`src/rtl/mul_iter_pkg.sv`:
```
// mul_iter_pkg: Funct3 encodings and FSM state type shared by the iterative multiplier
package mul_iter_pkg;
  localparam logic [2:0] F3_MUL    = 3'b000;
  localparam logic [2:0] F3_MULH   = 3'b001;
  localparam logic [2:0] F3_MULHSU = 3'b010;
  localparam logic [2:0] F3_MULHU  = 3'b011;
  typedef enum logic [1:0] {IDLE, CALC, FIX} statetype;
endpackage

```
`src/rtl/mul_iter_if.sv`:
```
// mul_iter_if: Execute-side request/response bundle of the iterative multiplier
interface mul_iter_if #(parameter int XLEN = 64);
  logic            FlushE;
  logic            StartE;
  logic [XLEN-1:0] ForwardedSrcAE;
  logic [XLEN-1:0] ForwardedSrcBE;
  logic [2:0]      Funct3E;
  logic            WE;
  logic            MulBusyE;
  logic            ValidM;
  logic [XLEN-1:0] MulResultM;
  modport master (output FlushE, StartE, ForwardedSrcAE, ForwardedSrcBE, Funct3E, WE,
                  input MulBusyE, ValidM, MulResultM);
  modport slave (input FlushE, StartE, ForwardedSrcAE, ForwardedSrcBE, Funct3E, WE,
                 output MulBusyE, ValidM, MulResultM);
endinterface

```
`src/rtl/mul_iter_pp.sv`:
```
// mul_iter_pp: partial product of the shifted multiplicand and one multiplier digit
module mul_iter_pp #(
  parameter int XLEN = 64,
  parameter int BITSPERCYCLE = 2
) (
  input  logic [2*XLEN-1:0]       ashift_i,
  input  logic [BITSPERCYCLE-1:0] digit_i,
  output logic [2*XLEN-1:0]       pp_o
);
  assign pp_o = ashift_i * (2*XLEN)'(digit_i);
endmodule

```
`src/rtl/mul_iter.sv`:
```
// mul_iter: iterative RISC-V M multiplier; MUL_EARLY_OUT_EN stops as soon as the multiplier digits run out
module mul_iter import mul_iter_pkg::*; #(
  parameter int XLEN = 64,
  parameter int BITSPERCYCLE = 2
) (
  input logic clk,
  input logic reset,
  mul_iter_if.slave bus
);
  localparam int N  = XLEN / BITSPERCYCLE;
  localparam int NW = 32 / BITSPERCYCLE;
  localparam int CW = $clog2(N + 1);
  statetype state_q, state_d;
  logic [2*XLEN-1:0] p_q, p_d, a_q, a_d, pp, p_fix;
  logic [XLEN-1:0] b_q, b_d, b_nxt, res_q, res_d, src_a, src_b, mag_a, mag_b, res_sel, w_res;
  logic [CW-1:0] cnt_q, cnt_d;
  logic [2:0] f3_q, f3_d, f3n;
  logic neg_q, neg_d, w_q, w_d, valid_q, valid_d;
  logic w_op, sign_a, sign_b, load, calc, fix, last, eo_load, eo_calc;
  logic signed [31:0] lo_a, lo_b, lo_p;
  assign w_op = (XLEN == 64) && bus.WE;
  assign f3n = bus.Funct3E[2] ? F3_MUL : bus.Funct3E;
  assign lo_a = bus.ForwardedSrcAE[31:0];
  assign lo_b = bus.ForwardedSrcBE[31:0];
  assign src_a = w_op ? XLEN'(lo_a) : bus.ForwardedSrcAE;
  assign src_b = w_op ? XLEN'(lo_b) : bus.ForwardedSrcBE;
  assign sign_a = w_op ? lo_a[31] : (f3n != F3_MUL && f3n != F3_MULHU) && src_a[XLEN-1];
  assign sign_b = w_op ? lo_b[31] : (f3n == F3_MULH) && src_b[XLEN-1];
  assign mag_a = sign_a ? -src_a : src_a;
  assign mag_b = sign_b ? -src_b : src_b;
  assign b_nxt = b_q >> BITSPERCYCLE;
  assign last = cnt_q == CW'(w_q ? NW - 1 : N - 1);
  assign load = state_q == IDLE && bus.StartE && !bus.FlushE;
  assign calc = state_q == CALC;
  assign fix = state_q == FIX && !bus.FlushE;
  assign p_fix = neg_q ? -p_q : p_q;
  assign lo_p = p_fix[31:0];
  assign w_res = XLEN'(lo_p);
  assign res_sel = w_q ? w_res : f3_q == F3_MUL ? p_fix[XLEN-1:0] : p_fix[2*XLEN-1:XLEN];
`ifdef MUL_EARLY_OUT_EN
  assign eo_load = mag_b == '0;
  assign eo_calc = b_nxt == '0;
`else
  assign eo_load = 1'b0;
  assign eo_calc = 1'b0;
`endif
  mul_iter_pp #(.XLEN(XLEN), .BITSPERCYCLE(BITSPERCYCLE)) u_pp (
    .ashift_i(a_q),
    .digit_i(b_q[BITSPERCYCLE-1:0]),
    .pp_o(pp)
  );
  // state register
  always_ff @(posedge clk) begin
    if (reset) state_q <= IDLE;
    else state_q <= state_d;
  end
  // next state: flush wins, zero multiplier may skip straight to the sign fix-up
  always_comb begin
    state_d = bus.FlushE ? IDLE :
              state_q == IDLE ? (load ? (eo_load ? FIX : CALC) : IDLE) :
              state_q == CALC ? (last || eo_calc ? FIX : CALC) : IDLE;
  end
  // datapath next values: load magnitudes, accumulate one digit per CALC cycle, sign-fix and select in FIX
  always_comb begin
    p_d = load ? '0 : calc ? p_q + pp : p_q;
    a_d = load ? (2*XLEN)'(mag_a) : calc ? a_q << BITSPERCYCLE : a_q;
    b_d = load ? mag_b : calc ? b_nxt : b_q;
    cnt_d = load ? '0 : calc ? cnt_q + 1'b1 : cnt_q;
    neg_d = load ? sign_a ^ sign_b : neg_q;
    f3_d = load ? f3n : f3_q;
    w_d = load ? w_op : w_q;
    valid_d = fix;
    res_d = fix ? res_sel : res_q;
  end
  // datapath registers
  always_ff @(posedge clk) begin
    if (reset) begin
      p_q <= '0;
      a_q <= '0;
      b_q <= '0;
      cnt_q <= '0;
      neg_q <= 1'b0;
      f3_q <= '0;
      w_q <= 1'b0;
      valid_q <= 1'b0;
      res_q <= '0;
    end else begin
      p_q <= p_d;
      a_q <= a_d;
      b_q <= b_d;
      cnt_q <= cnt_d;
      neg_q <= neg_d;
      f3_q <= f3_d;
      w_q <= w_d;
      valid_q <= valid_d;
      res_q <= res_d;
    end
  end
  assign bus.MulBusyE = state_q != IDLE || bus.StartE;
  assign bus.ValidM = valid_q;
  assign bus.MulResultM = res_q;
endmodule

```
`src/flat_wrapper.sv`:
```
// flat-port wrapper written by rule: the top's interface ports become plain ports
module mul_iter_flat import mul_iter_pkg::*;
#(
  parameter int XLEN = 64,
  parameter int BITSPERCYCLE = 2
)
  (clk, reset, bus_FlushE, bus_StartE, bus_ForwardedSrcAE, bus_ForwardedSrcBE, bus_Funct3E, bus_WE, bus_MulBusyE, bus_ValidM, bus_MulResultM);
  mul_iter_if #(.XLEN(XLEN)) bus_i ();
  input logic clk;
  input logic reset;
  input wire logic [$bits(bus_i.FlushE)-1:0] bus_FlushE;
  input wire logic [$bits(bus_i.StartE)-1:0] bus_StartE;
  input wire logic [$bits(bus_i.ForwardedSrcAE)-1:0] bus_ForwardedSrcAE;
  input wire logic [$bits(bus_i.ForwardedSrcBE)-1:0] bus_ForwardedSrcBE;
  input wire logic [$bits(bus_i.Funct3E)-1:0] bus_Funct3E;
  input wire logic [$bits(bus_i.WE)-1:0] bus_WE;
  output wire logic [$bits(bus_i.MulBusyE)-1:0] bus_MulBusyE;
  output wire logic [$bits(bus_i.ValidM)-1:0] bus_ValidM;
  output wire logic [$bits(bus_i.MulResultM)-1:0] bus_MulResultM;
  assign bus_i.FlushE = bus_FlushE;
  assign bus_i.StartE = bus_StartE;
  assign bus_i.ForwardedSrcAE = bus_ForwardedSrcAE;
  assign bus_i.ForwardedSrcBE = bus_ForwardedSrcBE;
  assign bus_i.Funct3E = bus_Funct3E;
  assign bus_i.WE = bus_WE;
  assign bus_MulBusyE = bus_i.MulBusyE;
  assign bus_ValidM = bus_i.ValidM;
  assign bus_MulResultM = bus_i.MulResultM;
  mul_iter #(.XLEN(XLEN), .BITSPERCYCLE(BITSPERCYCLE)) u_core (.clk(clk), .reset(reset), .bus(bus_i));
endmodule
```
`config.mk`:
```
export PLATFORM = sky130hd
export DESIGN_NAME = mul_iter_flat
export DESIGN_NICKNAME = d
export VERILOG_FILES = /design/src/rtl/mul_iter_pkg.sv /design/src/rtl/mul_iter_if.sv /design/src/rtl/mul_iter_pp.sv /design/src/rtl/mul_iter.sv /design/src/flat_wrapper.sv
export SDC_FILE = /design/constraint.sdc
export NUM_CORES = 2
export LEC_CHECK = 0
export CAP_MARGIN = 40
export CORE_ASPECT_RATIO = 1.1
export CORE_MARGIN = 2
export CORE_UTILIZATION = 62
export CTS_CLUSTER_SIZE = 40
export DETAILED_ROUTE_END_ITERATION = 7
export PLACE_DENSITY = 0.82
export SETUP_SLACK_MARGIN = 0.05
export SLEW_MARGIN = 20
export SYNTH_ARGS = -nofsm -noshare
export SYNTH_HDL_FRONTEND = slang
export SYNTH_SLANG_ARGS = --single-unit
export TNS_END_PERCENT = 10
```
`constraint.sdc`:
```
create_clock -name clk -period 5.15 [get_ports clk]
set_input_delay 1.03 -clock clk [delete_from_list [all_inputs] [get_ports clk]]
set_output_delay 1.03 -clock clk [all_outputs]
set_load 0.1 [all_outputs]
```
# After elaboration in Yosys (flattened, before gate mapping)
# Cells that the tools add are included.
[op_classes] multipliers=1 n_mux=19 addsub=5 eq_ne=5 reduce_logical=15 bitwise_logic=1
[ops] operator="$mux W64" count=10
[ops] operator="$add A128 B128 Y128" count=1
[ops] operator="$mul A128 B2 Y128" count=1
[ops] operator="$mux W128" count=1
[ops] operator="$neg A128 Y128" count=1
[ops] operator="$neg A64 Y64" count=2
[ops] operator="$mux W2" count=4
[ops] operator="$add A6 B1 Y6 const B" count=1
[ops] operator="$eq A6 B6 Y1" count=1
[ops] operator="$logic_and A1 B1 Y1" count=6
[ops] operator="$mux W5" count=1
[ops] operator="$reduce_bool A2 Y1" count=2
[ops] operator="$reduce_or A2 Y1" count=2
[ops] operator="$eq A3 B1 Y1 const B" count=1
[ops] operator="$logic_not A3 Y1" count=1
[ops] operator="$mux W1" count=3
[ops] operator="$ne A3 B2 Y1 const B" count=1
[ops] operator="$reduce_bool A3 Y1" count=1
[ops] operator="$eq A2 B1 Y1 const B" count=1
[ops] operator="$eq A2 B2 Y1 const B" count=1
[ops] operator="$logic_not A2 Y1" count=1
[ops] operator="$logic_not A1 Y1" count=1
[ops] operator="$logic_or A1 B1 Y1" count=1
[ops] operator="$xor A1 B1 Y1" count=1
[totals] wordCells=57 ff_bits=398 inputBits=136 output_inout_bits=66

# Depth between registers and ports, before layout
[logic_depth] ltp_word=7 depth_mapped=20 mapped_depth_nobuf=16

# Cells and area by module
# From an unflattened synthesis, not the netlist that was laid out.
[hier_totals] cells_unflattened=6038 area_unflattened_um2=40615.2
[modules_own_cells] module="mul_iter" area_per_inst_um2=30621.9 n_inst=1 seq_area_each_um2=7947.6 cells_each=4472
[modules_own_cells] module="mul_iter_pp" area_per_inst_um2=9993.3 n_inst=1 seq_area_each_um2=0.0 cells_each=1566

# Worst setup path after synthesis
# Ideal clock, no wire load.
[synth_path] path_kind="reg-to-reg" from="reg u_core.b_q[1]" to="reg u_core.p_q[55]" period_less_slack_ns=4.549 path_stages_with_launch=19 n_path_buf=3 required_time_ns=5.018 slack_ns=0.601 arrival_time_ns=4.417 setup_time_ns=0.132 path_cell_list="dfxtp_1 clkbuf_1 clkbuf_1 nand2_1 fa_1 inv_1 ha_1 clkbuf_1 nand4_1 or3_1 a211oi_1 nor2_1 o21bai_1 a21oi_1 o21ba_2 o31ai_1 a21boi_0 o21ai_0 or3b_2"
[synth_between] elab_chain_len=2
[synth_lines] item="from (decl)" line_no="mul_iter.sv:15" source="logic [XLEN-1:0] b_q, b_d, b_nxt, res_q, res_d, src_a, src_b, mag_a, mag_b, res_sel, w_res;"
[synth_lines] item="from (signal assigned)" line_no="mul_iter.sv:80" source="b_q <= '0;"
[synth_lines] item="from (signal assigned)" line_no="mul_iter.sv:90" source="b_q <= b_d;"
[synth_lines] item="$mul A128 B2 Y128" line_no="mul_iter_pp.sv:10" source="assign pp_o = ashift_i * (2*XLEN)'(digit_i);"
[synth_lines] item="$add A128 B128 Y128" line_no="mul_iter.sv:65" source="p_d = load ? '0 : calc ? p_q + pp : p_q;"
[synth_lines] item="to (signal assigned)" line_no="mul_iter.sv:88" source="p_q <= p_d;"
[synth_lines] item="to (decl)" line_no="mul_iter.sv:14" source="logic [2*XLEN-1:0] p_q, p_d, a_q, a_d, pp, p_fix;"
# No other way between the ends.
# A chain may end at the register's enable or synchronous reset.

# Worst setup path in the final report
[layout_path] from="reg u_core.b_q[0]" to="reg u_core.p_q[127]"
# Same word-level chain as after synthesis.

==> flow_results.xml <==
<?xml version="1.0" encoding="UTF-8"?>
<metrics>
  <group name="sta">
    <metric name="pin_slew_with_the_least_headroom_to_its_limit" unit="ns">1.036</metric>
    <metric name="fmax_achieved" unit="MHz">199.0</metric>
    <metric name="setup_viol_count_final" unit="">0</metric>
    <metric name="total_count_of_max_transition_violations_in_the_final_report" unit="">0</metric>
    <metric name="fin_worst_skew" unit="ns">0.03747</metric>
    <metric name="hold_viol" unit="">0</metric>
    <metric name="grt_setup_unrepaired" unit="">yes</metric>
    <metric name="finalWorstPathRequiredPeriod" unit="ns">5.026</metric>
    <metric name="slew_headroom" unit="%">30.75</metric>
    <metric name="min_period_over_period" unit="%">97.59</metric>
  </group>
  <group name="clocking">
    <metric name="cts_tree" unit="">yes</metric>
    <metric name="insertion_delay" unit="ns">0.62</metric>
    <metric name="cts-root-to-sink-buffers" unit="">3</metric>
    <metric name="cts-buffers-inserted" unit="">46</metric>
    <metric name="post_cts_hold_buffer_count" unit="">0</metric>
    <metric name="clkSinkCount" unit="">397</metric>
    <metric name="clk_root_buffer_cell" unit="">sky130_fd_sc_hd__clkbuf_16</metric>
    <metric name="htree_num_levels" unit="">2</metric>
    <metric name="clock_slew_seen_by_the_registers_of_the_worst_setup_and_hold_paths" unit="ns">0.07</metric>
  </group>
  <group name="critical_path">
    <metric name="worstSetupEndpointType" unit="">flip-flop</metric>
    <metric name="crit_type" unit="">flip-flop to flip-flop</metric>
    <metric name="critPathLaunchType" unit="">flip-flop</metric>
    <metric name="cp_data_arrival_time" unit="ns">5.54</metric>
    <metric name="cp_max_fo" unit="">21</metric>
    <metric name="setup.reg_to_reg.worst_slack" unit="ns">0.12</metric>
    <metric name="worstPathRequired" unit="ns">5.66</metric>
  </group>
  <group name="synth">
    <metric name="synth_area_leaders" unit="">sky130_fd_sc_hd__dfxtp_1 23%, sky130_fd_sc_hd__nand2_1 12%, sky130_fd_sc_hd__a21oi_1 8.2%, sky130_fd_sc_hd__fa_1 7.3%, sky130_fd_sc_hd__xnor2_1 4.8%</metric>
    <metric name="synth_top_cell_area_share" unit="%">22.86</metric>
    <metric name="synth-edff-count" unit="">0</metric>
    <metric name="post-synth-top-count-cell" unit="">sky130_fd_sc_hd__nand2_1</metric>
    <metric name="synthesis.nets" unit="">5472</metric>
    <metric name="yosysWarningCount" unit="">0</metric>
    <metric name="asyncSetResetFlopFracSynth" unit="%">0</metric>
    <metric name="synth_cells" unit="">5077</metric>
    <metric name="syn-cell-area" unit="mm^2">0.03477</metric>
    <metric name="synthDominantAreaCellType" unit="">sky130_fd_sc_hd__dfxtp_1</metric>
    <metric name="synth_top_cells_by_count" unit="">1096 x sky130_fd_sc_hd__nand2_1, 570 x sky130_fd_sc_hd__a21oi_1, 418 x sky130_fd_sc_hd__nor2_1</metric>
    <metric name="seq_area_frac_synth" unit="%">22.86</metric>
    <metric name="postSynthRegisterBits" unit="">397</metric>
    <metric name="synthFlopType" unit="">sky130_fd_sc_hd__dfxtp_1</metric>
    <metric name="syn-mean-instance-area" unit="um^2">6.849</metric>
    <metric name="post_synth_num_cell_types" unit="">89</metric>
  </group>
  <group name="detailed_routing">
    <metric name="vias" unit="">39045</metric>
    <metric name="detail_route.first_pass.iterations" unit="">8</metric>
    <metric name="length_of_routed_met2_wiring" unit="um">59150</metric>
    <metric name="drt_iter0_markers" unit="">4580</metric>
    <metric name="met1Wirelength" unit="um">50300</metric>
    <metric name="post_drt_via_cell_ratio" unit="">6.425</metric>
    <metric name="antenna_left" unit="">0</metric>
    <metric name="topRoutingLayerUsed" unit="">met5</metric>
    <metric name="drt_drc_violations_left" unit="">9</metric>
    <metric name="drt-wirelength-per-cell" unit="um">21.79</metric>
    <metric name="wirelength" unit="um">132400</metric>
    <metric name="met3RoutedLength" unit="um">13880</metric>
  </group>
  <group name="die">
    <metric name="floorplan.die.width" unit="um">229.8</metric>
    <metric name="std_cell_rows" unit="">91</metric>
    <metric name="die_area" unit="mm^2">0.05800</metric>
    <metric name="fp.coreArea" unit="mm^2">0.05579</metric>
    <metric name="initial_core_util" unit="%">62.33</metric>
    <metric name="io-pin-count" unit="">202</metric>
    <metric name="die_y" unit="um">252.4</metric>
  </group>
  <group name="run_status">
    <metric name="failed_checks" unit="">DRC</metric>
    <metric name="outcome" unit="">complete, but fails checks</metric>
  </group>
  <group name="global_route">
    <metric name="grt_antenna_before_repair" unit="">1</metric>
    <metric name="all_layer_gr_usage" unit="%">44.21</metric>
    <metric name="total_congestion_overflow_after_global_routing" unit="">0</metric>
    <metric name="grt_start_max_net_pins" unit="">180</metric>
    <metric name="grt_pass1_wl" unit="um">203700</metric>
    <metric name="first_global_vias" unit="">36533</metric>
  </group>
  <group name="hold_path">
    <metric name="hold_path.class" unit="">flip-flop to flip-flop</metric>
  </group>
  <group name="pwr">
    <metric name="vdd_ir_drop_max" unit="mV">0.2050</metric>
    <metric name="pwr_density_cell" unit="mW/mm^2">194.6</metric>
    <metric name="leakage" unit="nW">16.82</metric>
  </group>
  <group name="finish">
    <metric name="fill_cells" unit="">4452</metric>
    <metric name="layout-drive-gt1-share" unit="%">8.363</metric>
    <metric name="final_cell_count_no_fill" unit="">6077</metric>
    <metric name="antennaDiodeCount" unit="">0</metric>
    <metric name="finish.utilization" unit="%">73.62</metric>
    <metric name="post_layout_nets" unit="">5692</metric>
    <metric name="area_growth_syn_to_layout" unit="%">18.12</metric>
  </group>
  <group name="placement">
    <metric name="globalplace.congestion" unit="">1.069</metric>
    <metric name="dpl.cell_count" unit="">5990</metric>
    <metric name="total_half_perimeter_wirelength_after_legalization_and_detailed_placement" unit="um">99850</metric>
    <metric name="numPortBuffers" unit="">201</metric>
  </group>
  <group name="flow_run">
    <metric name="max_cap_viol_count" unit="">0</metric>
  </group>
</metrics>
layout by cell type (no fill, tap or decap), types with 64 or more instances in the layout:
master,Yosys,routed
sky130_fd_sc_hd__nand2_1,1096,1096
sky130_fd_sc_hd__a21oi_1,570,568
sky130_fd_sc_hd__nor2_1,418,411
sky130_fd_sc_hd__inv_1,395,395
sky130_fd_sc_hd__dfxtp_1,397,394
sky130_fd_sc_hd__o21ai_0,253,250
sky130_fd_sc_hd__buf_4,2,210
sky130_fd_sc_hd__clkdlybuf4s50_1,0,200
sky130_fd_sc_hd__xnor2_1,192,192
sky130_fd_sc_hd__nor3_1,140,138
sky130_fd_sc_hd__ha_1,132,132
sky130_fd_sc_hd__fa_1,127,127
sky130_fd_sc_hd__xor2_1,98,98
sky130_fd_sc_hd__nand4_1,81,81
sky130_fd_sc_hd__a311oi_1,75,75
sky130_fd_sc_hd__nand3_1,74,74
sky130_fd_sc_hd__a21o_1,70,70
sky130_fd_sc_hd__buf_8,0,64
kinds of logic (layout without fill, tap and decap cells):
kind of cell             Yosys count  in the layout  synth area share (%)
buffers and inverters            715            971                 7.877
AND/OR/NAND/NOR                 2065           2065                 26.02
AO/OA/AOI/OAI                   1344           1344                 23.68
multiplexers                       7              7                0.2015
flip-flops                       397            397                 22.86
XOR/XNOR                         290            290                 7.305
adder cells (fa/ha/maj)          259            259                 12.06
metrics by stage:
| stage | worst slack [ns] | power (mW) | setup TNS [ns] | cell area [um^2] | hold slack, ns |
|---|---|---|---|---|---|
| after floorplan | 0.6006 | 3.922 | 0 | 34770 | 0.4366 |
| after global placement | 0.1562 | 4.358 | 0 | 38290 | 0.4416 |
| after detailed placement | 0.06172 | 4.377 | 0 | 39340 | 0.4491 |
| after CTS | 0.07742 | 7.947 | 0 | 40970 | 0.4577 |
| after global routing | -0.003952 | 8.191 | -0.003952 | 41070 | 0.4703 |
| final | 0.1243 | 7.993 | 0 | 41070 | 0.4533 |
layer usage:
metal	vias up	GRT usage (%)
li1	17828	-
met1	18216	55.37
met2	2409	70.36
met3	590	8.935
met4	2	26.67
met5	-	0
worst max-delay path: stages (launching register included):
cell	delay (ns)
sky130_fd_sc_hd__dfxtp_4	0.50
sky130_fd_sc_hd__nand2_1	0.11
sky130_fd_sc_hd__fa_1	0.48
sky130_fd_sc_hd__inv_1	0.04
sky130_fd_sc_hd__ha_1	0.31
sky130_fd_sc_hd__buf_4	0.17
sky130_fd_sc_hd__a21o_1	0.18
sky130_fd_sc_hd__o21bai_1	0.18
sky130_fd_sc_hd__a211oi_1	0.41
sky130_fd_sc_hd__nor2_1	0.12
sky130_fd_sc_hd__nor4b_1	0.38
sky130_fd_sc_hd__buf_4	0.20
sky130_fd_sc_hd__o22ai_2	0.10
sky130_fd_sc_hd__or2_2	0.35
sky130_fd_sc_hd__a211oi_1	0.36
sky130_fd_sc_hd__buf_4	0.22
sky130_fd_sc_hd__o31ai_1	0.09
sky130_fd_sc_hd__xnor2_1	0.23
sky130_fd_sc_hd__or3_1	0.34
sky130_fd_sc_hd__a21oi_1	0.14
where the power goes:
part	internal, mW	total, mW	switching (mW)
clock	2.16	3.63	1.46
combinational	0.404	1.16	0.753
sequential	3.13	3.21	0.0754
total	5.70	7.99	2.29
path summary, 6_finish.rpt:
path | start | end | cells after the start
hold reg to reg | u_core.bus.MulResultM[20] | u_core.bus.MulResultM[20] | 2
hold / removal | u_core.bus.MulResultM[20] | u_core.bus.MulResultM[20] | 2
setup / recovery | u_core.b_q[0] | u_core.p_q[127] | 19
setup reg to reg | u_core.b_q[0] | u_core.p_q[127] | 19
repair_timing:
item,4_1_cts,5_1_grt
setup endpoints to repair,1,15
cloned,0,0
setup buffers,0,1
gates resized for setup,2,19
pin swaps,0,1
state kept, by name, summed over array words and instances (netlist names):
| signal | cells |
|---|---|
| u_core.w_q | 1 |
| u_core.cnt_q | 6 |
| u_core.b_q | 64 |
| u_core.f3_q | 2 |
| u_core.bus.ValidM | 1 |
| u_core.state_q | 2 |
| u_core.a_q | 128 |
| u_core.p_q | 128 |
| u_core.bus.MulResultM | 64 |
| u_core.neg_q | 1 |
layout make-up:
type | instances | area, um^2 | area share (%)
clock inverters | 25 | 349.1 | 0.8499
inverters | 395 | 1483 | 3.610
repair buffers | 492 | 4838 | 11.78
flip-flops and latches | 397 | 7959 | 19.38
clock buffers | 59 | 1281 | 3.119
multi-input cells | 3965 | 24230 | 59.00
well taps | 744 | 930.9 | 2.266
Note: power is estimated with default switching activity, not from simulation.
